$ cat config.mk
export PLATFORM = sky130hd
export DESIGN_NAME = hazard_unit_flat
export DESIGN_NICKNAME = d
export VERILOG_FILES = /design/src/rtl/hazard_pkg.sv /design/src/rtl/hazard_unit_if.sv /design/src/rtl/hazard_scoreboard.sv /design/src/rtl/hazard_unit.sv /design/src/flat_wrapper.sv
export SDC_FILE = /design/constraint.sdc
export NUM_CORES = 1
export LEC_CHECK = 0
export ABC_AREA = 1
export CAP_MARGIN = 25
export CORE_ASPECT_RATIO = 1.25
export CORE_MARGIN = 2
export CORE_UTILIZATION = 47
export DETAILED_ROUTE_END_ITERATION = 16
export GPL_TIMING_DRIVEN = 0
export PLACE_DENSITY = 0.89
export RECOVER_POWER = 25
export SLEW_MARGIN = 20
export SYNTH_ARGS = -nofsm -noshare
export SYNTH_HDL_FRONTEND = slang
export SYNTH_SLANG_ARGS = --single-unit
$ cat constraint.sdc
create_clock -name clock -period 1.8 [get_ports clock]
set_clock_uncertainty 0.1 [all_clocks]
set_input_delay 0.27 -clock clock [delete_from_list [all_inputs] [get_ports clock]]
set_output_delay 0.27 -clock clock [all_outputs]
set_load 0.05 [all_outputs]
$ cat src/rtl/hazard_pkg.sv
// Shared types and constants for the decode interlock: scoreboard entry layout,
// default pipeline depth and the hard-wired zero register.
package hazard_pkg;

  localparam int unsigned SB_DEPTH_DEFAULT = 3;
  localparam int unsigned FLUSH_W          = 3;
  localparam logic [4:0]  REG_X0           = 5'd0;

  typedef struct packed {
    logic       valid;
    logic [4:0] rd;
  } sb_entry_t;

endpackage

$ cat src/rtl/hazard_unit_if.sv
// Decode <-> interlock bundle: decode-stage operand/destination info in,
// STALL/DUMP control and debug/perf observability out.
interface hazard_unit_if #(
  parameter int unsigned PERF_BITS = 32
);
  logic                 id_valid;
  logic [4:0]           id_rs1;
  logic                 id_rs1_used;
  logic [4:0]           id_rs2;
  logic                 id_rs2_used;
  logic [4:0]           id_rd;
  logic                 id_wEn;
  logic                 id_redirect;
  logic                 STALL;
  logic                 DUMP;
  logic [31:0]          pending_mask;
  logic [PERF_BITS-1:0] perf_stall_cycles;

  modport master (
    output id_valid, id_rs1, id_rs1_used, id_rs2, id_rs2_used, id_rd, id_wEn, id_redirect,
    input  STALL, DUMP, pending_mask, perf_stall_cycles
  );

  modport slave (
    input  id_valid, id_rs1, id_rs1_used, id_rs2, id_rs2_used, id_rd, id_wEn, id_redirect,
    output STALL, DUMP, pending_mask, perf_stall_cycles
  );
endinterface

$ cat src/rtl/hazard_scoreboard.sv
// In-flight destination tracker: one entry per stage from EX to WB, shifted every
// clock since downstream stages never stall. Two read ports look up decode operands.
module hazard_scoreboard
  import hazard_pkg::*;
#(
  parameter int unsigned SB_DEPTH = SB_DEPTH_DEFAULT
) (
  input  logic        clock,
  input  logic        reset,
  input  logic        i_push_valid,
  input  logic [4:0]  i_push_rd,
  input  logic [4:0]  i_rs1,
  input  logic [4:0]  i_rs2,
  output logic        o_match1,
  output logic        o_match2,
  output logic [31:0] o_pending_mask
);

  sb_entry_t [SB_DEPTH-1:0] r_sb;

  // Entry SB_DEPTH-1 (WB) simply falls off the end; its register is readable next cycle.
  always_ff @(posedge clock or negedge reset) begin
    if (!reset) begin
      r_sb <= '0;
    end else begin
      r_sb[0].valid <= i_push_valid;
      r_sb[0].rd    <= i_push_valid ? i_push_rd : REG_X0;
      for (int i = 1; i < SB_DEPTH; i++) begin
        r_sb[i] <= r_sb[i-1];
      end
    end
  end

  always_comb begin
    o_match1       = 1'b0;
    o_match2       = 1'b0;
    o_pending_mask = '0;
    for (int i = 0; i < SB_DEPTH; i++) begin
      if (r_sb[i].valid) begin
        if (r_sb[i].rd == i_rs1) o_match1 = 1'b1;
        if (r_sb[i].rd == i_rs2) o_match2 = 1'b1;
        o_pending_mask[r_sb[i].rd] = 1'b1;
      end
    end
  end

endmodule

$ cat src/rtl/hazard_unit.sv
// Pipeline interlock: RAW stall against the scoreboard, wrong-path DUMP window after
// an accepted redirect, and a saturating stall-cycle counter.
module hazard_unit
  import hazard_pkg::*;
#(
  parameter int unsigned SB_DEPTH     = SB_DEPTH_DEFAULT,
  parameter int unsigned FLUSH_CYCLES = 2,
  parameter int unsigned PERF_BITS    = 32
) (
  input logic          clock,
  input logic          reset,
  hazard_unit_if.slave bus
);

  logic                 w_match1;
  logic                 w_match2;
  logic                 w_hazard;
  logic                 w_stall;
  logic                 w_dump;
  logic                 w_issue;
  logic                 w_push;
  logic [31:0]          w_pending;
  logic [FLUSH_W-1:0]   r_flush_cnt;
  logic [PERF_BITS-1:0] r_perf;

  assign w_dump   = (r_flush_cnt != '0);
  assign w_hazard = (bus.id_rs1_used && (bus.id_rs1 != REG_X0) && w_match1) ||
                    (bus.id_rs2_used && (bus.id_rs2 != REG_X0) && w_match2);
  // DUMP masks STALL: a squashed instruction must not hold up the pipe.
  assign w_stall  = bus.id_valid && !w_dump && w_hazard;
  assign w_issue  = bus.id_valid && !w_stall && !w_dump;
  assign w_push   = w_issue && bus.id_wEn && (bus.id_rd != REG_X0);

  hazard_scoreboard #(
    .SB_DEPTH(SB_DEPTH)
  ) u_sb (
    .clock         (clock),
    .reset         (reset),
    .i_push_valid  (w_push),
    .i_push_rd     (bus.id_rd),
    .i_rs1         (bus.id_rs1),
    .i_rs2         (bus.id_rs2),
    .o_match1      (w_match1),
    .o_match2      (w_match2),
    .o_pending_mask(w_pending)
  );

  always_ff @(posedge clock or negedge reset) begin
    if (!reset) begin
      r_flush_cnt <= '0;
    end else if (w_issue && bus.id_redirect) begin
      r_flush_cnt <= FLUSH_W'(FLUSH_CYCLES);
    end else if (w_dump) begin
      r_flush_cnt <= r_flush_cnt - FLUSH_W'(1);
    end
  end

  always_ff @(posedge clock or negedge reset) begin
    if (!reset) begin
      r_perf <= '0;
    end else if (w_stall && (r_perf != '1)) begin
      r_perf <= r_perf + PERF_BITS'(1);
    end
  end

  assign bus.STALL             = w_stall;
  assign bus.DUMP              = w_dump;
  assign bus.pending_mask      = w_pending;
  assign bus.perf_stall_cycles = r_perf;

endmodule

$ cat src/flat_wrapper.sv
// flat-port wrapper written by rule: the top's interface ports become plain ports
module hazard_unit_flat import hazard_pkg::*;
#(
  parameter int unsigned SB_DEPTH     = SB_DEPTH_DEFAULT,
  parameter int unsigned FLUSH_CYCLES = 2,
  parameter int unsigned PERF_BITS    = 32
)
  (clock, reset, bus_id_valid, bus_id_rs1, bus_id_rs1_used, bus_id_rs2, bus_id_rs2_used, bus_id_rd, bus_id_wEn, bus_id_redirect, bus_STALL, bus_DUMP, bus_pending_mask, bus_perf_stall_cycles);
  hazard_unit_if #(.PERF_BITS(PERF_BITS)) bus_i ();
  input logic clock;
  input logic reset;
  input wire logic [$bits(bus_i.id_valid)-1:0] bus_id_valid;
  input wire logic [$bits(bus_i.id_rs1)-1:0] bus_id_rs1;
  input wire logic [$bits(bus_i.id_rs1_used)-1:0] bus_id_rs1_used;
  input wire logic [$bits(bus_i.id_rs2)-1:0] bus_id_rs2;
  input wire logic [$bits(bus_i.id_rs2_used)-1:0] bus_id_rs2_used;
  input wire logic [$bits(bus_i.id_rd)-1:0] bus_id_rd;
  input wire logic [$bits(bus_i.id_wEn)-1:0] bus_id_wEn;
  input wire logic [$bits(bus_i.id_redirect)-1:0] bus_id_redirect;
  output wire logic [$bits(bus_i.STALL)-1:0] bus_STALL;
  output wire logic [$bits(bus_i.DUMP)-1:0] bus_DUMP;
  output wire logic [$bits(bus_i.pending_mask)-1:0] bus_pending_mask;
  output wire logic [$bits(bus_i.perf_stall_cycles)-1:0] bus_perf_stall_cycles;
  assign bus_i.id_valid = bus_id_valid;
  assign bus_i.id_rs1 = bus_id_rs1;
  assign bus_i.id_rs1_used = bus_id_rs1_used;
  assign bus_i.id_rs2 = bus_id_rs2;
  assign bus_i.id_rs2_used = bus_id_rs2_used;
  assign bus_i.id_rd = bus_id_rd;
  assign bus_i.id_wEn = bus_id_wEn;
  assign bus_i.id_redirect = bus_id_redirect;
  assign bus_STALL = bus_i.STALL;
  assign bus_DUMP = bus_i.DUMP;
  assign bus_pending_mask = bus_i.pending_mask;
  assign bus_perf_stall_cycles = bus_i.perf_stall_cycles;
  hazard_unit #(.SB_DEPTH(SB_DEPTH), .FLUSH_CYCLES(FLUSH_CYCLES), .PERF_BITS(PERF_BITS)) u_core (.clock(clock), .reset(reset), .bus(bus_i));
endmodule
==> impl_results.md, run 1 <==
* Area share of the largest cell type after synthesis at 32.17%
* Cell row count at 38
* Largest net degree at the start of global routing at 35
* P per Cell Area at between 400 and 500 mW/mm2
* Die Y-Extent at 108.7 um
* Port Buffers at between 80 and 90
* Final setup fails at 74
* Routability Congestion at 1.040
* DR vias at 6016
* Crit path time final at between 2 and 2.5 ns
* Fmax at around 0.42 GHz
* Fin. Hold Viols at 0
* Number of synthesized flops with an enable pin at 0
* Design Power at 3.059 mW
* Largest stage delay, worst path at 0.42 ns
* Iter 0 DRT Violations at 847
* Die W at ~90 um
* RSZ-0062 raised after global routing: true
* Final Slew Violations at 0
* Type of the tightest min-delay check: reg -> reg
* Dpl cells at 865
* Layout Nets at 869
* Slew HR at approximately three fifths
* Final worst setup slack at -0.5770 ns
* ANT nets after route at 0
* Clock root cell: clkbuf_8
* Max-cap violations at 0
* CP arrival at about 2.0 ns
* Ranking of synthesized cells by area: dfrtp_1 (32%), nand2_1 (24%), nand3_1 (9.1%)
* Leak at 3.524 nW
* Non-filler cells, final at 965
* GRT Overall Usage at roughly a third
* FILL cells at between 400 and 500
* Clk_lat worst skew at 0.32 ns
* Syn avg cell area at roughly 6.3 um2
* Synth Warn # at 0
* Worst-Margin Slew at around 0.6 ns
* Top-count cell post-synth: nand2_1
* Syn Nets at 682
* Dpl ws at -1.367 ns
* Design Area, Final at just over 0.007 mm2
* Global-route wire length before repair at 25.67 mm
* Total grt overflow at 0
* Drt pass-1 iters at 7
* # DRC at 0
* Share of layout cells above drive strength 1 at 42.25%
* Commonest cells post-synth: nand2_1 (264), nand3_1 (75), inv_1 (62)
* Yosys reg bits at 53
* Wirelength, routed at 20.92 mm
* Core area at 0.008606 mm2
* CP Capture Type: output port
* CTS tree: yes
* CP required at 1.43 ns
* Vias in the first global route at 5248
* TritonCTS Sinks at 53
* Post-DP Area at approximately 0.0052 mm2
* Dominant cell type by area after synthesis: dfrtp_1
* Outcome: finished, violations left
* # IOs at 88
* Antenna violations before repair at 1
* Num CTS Buffers at 5
* FFs w/ async S/R, synth at 100.0%
* Maximum clock insertion buffer count at 2
* Clock-pin slew on the worst setup and hold paths at 0.10 ns
* DIE AREA at 0.009541 mm2
* Yosys cell types at 26
* Primary FF master, synth: dfrtp_1
* Register area share after synthesis at 32.17%
* Routed wire per std cell at 21.68 um
* Worst-path fanout max at 5
* Failing checks: negative setup slack
* Vias/cell at 6.234
* Critical path type: reg -> out
* Final period util at 132.1%
* VDD IR max at 0.4726 mV
* Critical-path cell list: inv_2 > nand2_1 > nand2_1 > nor2_2 > nand3_2 > nand3_2 > nand2_4 > a21oi_4 > buf_6 > buf_8
* Area grow syn2layout at 73.60%
* Initial Utilization at between 40% and 50%
* Post-DP HPWL at 10.58 mm
* N_diodes at 0
* Mapped Cells at ~660
* Setup_tns at -29.15 ns
* CP max-delay cell: dfrtp_2
* Type of origin of the critical path: register
* Synth Cell Area at a little over 0.004 mm2
* H-tree level count at 2
final cells by class:
class	count	area, um2	area share, %
repair buffers	179	1897	26.50
inverters	67	301.5	4.213
well taps	120	150.1	2.098
plain buffers	11	111.4	1.556
clock buffers	6	72.57	1.014
flip-flops and latches	53	1376	19.23
multi-input cells	527	3233	45.17
clock inverters	2	15.01	0.2098
flip-flops by register name, summed over array words and instances (netlist names):
name / flops
u_core.bus.perf_stall_cycles: 32
u_core.u_sb.r_sb: 18
u_core.r_flush_cnt: 3
logic make-up (layout without fill, tap and decap cells):
logic type / count (synthesis) / after routing / synth area share (%)
AND/OR/NAND/NOR: 469 / 470 / 48.89
buffers and inverters: 78 / 265 / 8.255
flip-flops: 53 / 53 / 32.17
XOR/XNOR: 31 / 31 / 6.586
AO/OA/AOI/OAI: 23 / 23 / 3.187
adder cells (fa/ha/maj): 3 / 3 / 0.9106
power by group:
| group | internal (mW) | total, mW | switching [mW] |
|---|---|---|---|
| registers | 1.26 | 1.33 | 0.0735 |
| logic | 0.402 | 1.04 | 0.638 |
| clock network | 0.275 | 0.688 | 0.413 |
| total | 1.94 | 3.06 | 1.12 |
routing by layer:
metal  global-route usage (%)  routed length, um  up-vias
met2                    63.10               9891      527
met1                    37.74               6329     2762
met5                        0                  0        -
met4                    20.00               2195        0
met3                    4.618               2505      238
li1                         -                  -     2489
cell usage in the layout, fill, tap and decap left out, types with 3 or more instances in the layout:
master and count:
nand2_1 221, buf_4 56, nor2_1 48, inv_1 43, nand3_2 43, nand2_2 41, dlygate4sd2_1 40, dfrtp_2 40
buf_6 37, nand3_1 31, buf_8 27, xor2_1 24, nor3_4 23, nor3_1 21, dfrtp_1 13, inv_2 12
nor3_2 11, clkdlybuf4s50_1 10, buf_12 10, nand4_1 9, o21ai_0 7, nand2_4 7, xnor2_1 7, o21ai_2 6
inv_4 6, o21ai_1 6, nor2_2 6, buf_2 5, clkbuf_8 5, clkinvlp_4 4, inv_6 3, nand3_4 3
nor2_4 3
critical path, delay by kind of cell (launching register included):
family	cells	cell delay, ns
DFF	1	0.42
buffers and inverters	3	0.37
AOI/OAI and AO/OA	1	0.19
and+or+nand+nor	6	0.71
repair_timing:
action,CTS,global route
cloned,6,1
buffers inserted,49,40
hold buffers,1,0
pin swaps,26,62
endpoints found under the hold margin,19,0
gates resized for setup,394,172
endpoints found under the setup margin,105,75
path summary, 6_finish.rpt:
path | end | startpoint | cells after the start | slack, ns
setup / recovery | bus_STALL | u_core.u_sb.r_sb[1] | 10 | -0.58
hold / removal | u_core.u_sb.r_sb[9] | u_core.u_sb.r_sb[3] | 0 | 0.29
setup reg to reg | u_core.bus.perf_stall_cycles[7] | u_core.u_sb.r_sb[1] | 15 | -0.51
hold reg to reg | u_core.u_sb.r_sb[9] | u_core.u_sb.r_sb[3] | 0 | 0.29
max in group asynchronous | u_core.bus.perf_stall_cycles[21] | reset | 3 | 0.69
min in group asynchronous | u_core.bus.perf_stall_cycles[5] | reset | 2 | 0.34
through the flow:
stage,util [%],hold slack (ns)
after global routing,83.16,0.3082
after detailed placement,60.90,0.1520
after global placement,60.73,0.2534
after CTS,73.54,0.3053
final,83.16,0.2917
after floorplan,-,-0.1256
Note: power is estimated with default switching activity, not from simulation.
==> inputs of run 2 (changes only) <==
--- a/config.mk
+++ b/config.mk
@@ -6,7 +6,6 @@
 export NUM_CORES = 1
 export LEC_CHECK = 0
 export ABC_AREA = 1
-export CAP_MARGIN = 25
 export CORE_ASPECT_RATIO = 1.25
 export CORE_MARGIN = 2
 export CORE_UTILIZATION = 47
==> results of run 2 <==
Same layout as run 1: the final DEF is identical, and so are final timing and power.
==> inputs of run 3 (changes only) <==
--- a/config.mk
+++ b/config.mk
@@ -9,6 +9,7 @@
 export CORE_ASPECT_RATIO = 1.25
 export CORE_MARGIN = 2
 export CORE_UTILIZATION = 47
+export CTS_CLUSTER_SIZE = 28
 export DETAILED_ROUTE_END_ITERATION = 16
 export GPL_TIMING_DRIVEN = 0
 export PLACE_DENSITY = 0.89
==> results of run 3 <==
Same layout as run 1: the final DEF is identical, and so are final timing and power.
==> edit, RTL diff (config.mk and constraints of run 1) <==
`REG_X0`: 5'd0 -> 5'd1.
--- a/src/rtl/hazard_pkg.sv
+++ b/src/rtl/hazard_pkg.sv
@@ -5,5 +5,5 @@
   localparam int unsigned SB_DEPTH_DEFAULT = 3;
   localparam int unsigned FLUSH_W          = 3;
-  localparam logic [4:0]  REG_X0           = 5'd0;
+  localparam logic [4:0]  REG_X0           = 5'd1;
 
   typedef struct packed {
Check against the original RTL: not equivalent (a bounded check fails within 4 cycles, from zero or initial values and one cycle with reset low).
==> edit against run 1 <==
  * The run still ends with setup timing left
  * Register-to-register slack improved by 0.16 ns
  * Setup slack improved by 0.0013 ns
  * Wire length decreased by 17%
  * Sequential cell count unchanged
  * Power decreased by 1.7%
  * Worst hold slack improved by 0.020 ns
  * Combinational power decreased by 17%
  * First-iteration DRC count decreased by 50%
  * Die area about the same
  * Cell area decreased by 7.7%
  * Synthesized area about the same
  * Largest power group unchanged
==> edit: results (changes against run 1) <==
{| class="wikitable"
! Metric !! Value
|-
| Outcome || finished with violations
|-
| Failing checks || setup timing
|-
| Switching share of total power || 33.7% (-3.1 points)
|-
| Number of nets in the finished design || 841 (-3.2%)
|-
| Total setup violations reported at the end of the flow || 74 (unchanged)
|-
| Filler cells || 617 (+36%)
|-
| Average size of a mapped cell || 6.30 um^2 (+0.40%)
|-
| Synth Area in Compound Gates || 3.31% (+0.12 points)
|-
| Cell Int Power || 1.99 mW (+3.0%)
|-
| Post-synthesis cell type count || 29 (+12%)
|-
| Via count of the first global-routing pass || 4829 (-8.0%)
|-
| Xor and xnor area share after synthesis || 6.59% (about the same)
|-
| Layout cells sized above 1 || 34.0% (-8.2 points)
|-
| Maximum number of pins on one net before global-route repair || 54 (+54%)
|-
| Die outline area || 0.00954 mm^2 (about the same)
|-
| M1 WL || 5640 um (-11%)
|-
| Sequential cells || 53 (unchanged)
|-
| Area of all sequential standard cells || 0.00137 mm^2 (-0.45%)
|-
| Multi-input combinational gate total || 528 (+0.19%)
|-
| Reg2Reg Depth || 12 (-3)
|-
| Global-route track usage on met1 || 37.0% (-0.77 points)
|-
| Routability congestion estimate from global placement || 1.02 (-2.2%)
|-
| Non-clock inverter count || 63 (-6.0%)
|-
| Cell leakage power || 3.32 nW (-5.7%)
|-
| Met2 usage || 59.0% (-4.1 points)
|-
| Initial antenna violation count || 0 (-1)
|-
| Number of iterations in the first detailed-routing pass || 5 (-2)
|-
| Power consumed by the clock network || 0.817 mW (+19%)
|-
| TNS Setup || -23.74 ns (+5.42 ns)
|-
| Top post-synthesis cells by count || sky130_fd_sc_hd__nand2_1, sky130_fd_sc_hd__nand3_1, sky130_fd_sc_hd__inv_1
|-
| Post-route insts no fill || 937 (-2.9%)
|-
| Count of vias placed by the detailed router || 5323 (-12%)
|-
| Net count after synthesis || 679 (-0.44%)
|-
| Final worst setup slack || -0.576 ns (+0.00132 ns)
|-
| Met3 capacity usage during global routing || 5.53% (+0.91 points)
|-
| Amount of wire on met3 after detailed routing || 1400 um (-44%)
|-
| Measured slew at the worst slew-check pin || 0.667 ns (+0.0685 ns)
|-
| Reg-to-reg slack, setup || -0.35 ns (+0.16 ns)
|}
[edit: worst max path at each step]
stage | slack, ns | startpoint | to | depth (start not counted)
after floorplan | -0.08 | u_core.bus.perf_stall_cycles[1] | u_core.bus.perf_stall_cycles[21] | 10
after global placement | -1.39 | bus_id_rs1[1] | bus_STALL | 11
after detailed placement | -1.41 | bus_id_rs1[1] | bus_STALL | 11
after CTS | -0.52 | u_core.u_sb.r_sb[9] | bus_STALL | 11
after global routing | -0.63 | u_core.u_sb.r_sb[15] | bus_STALL | 10
final | -0.58 | u_core.u_sb.r_sb[14] | bus_STALL | 9
[edit: repair_timing]
item,4_1_cts,5_1_grt
resized for setup,289,155
gates cloned,0,4
pin swaps,10,19
endpoints found under the hold margin,53,0
buffers inserted,29,37
hold buffers,1,0
endpoints found under the setup margin,105,75
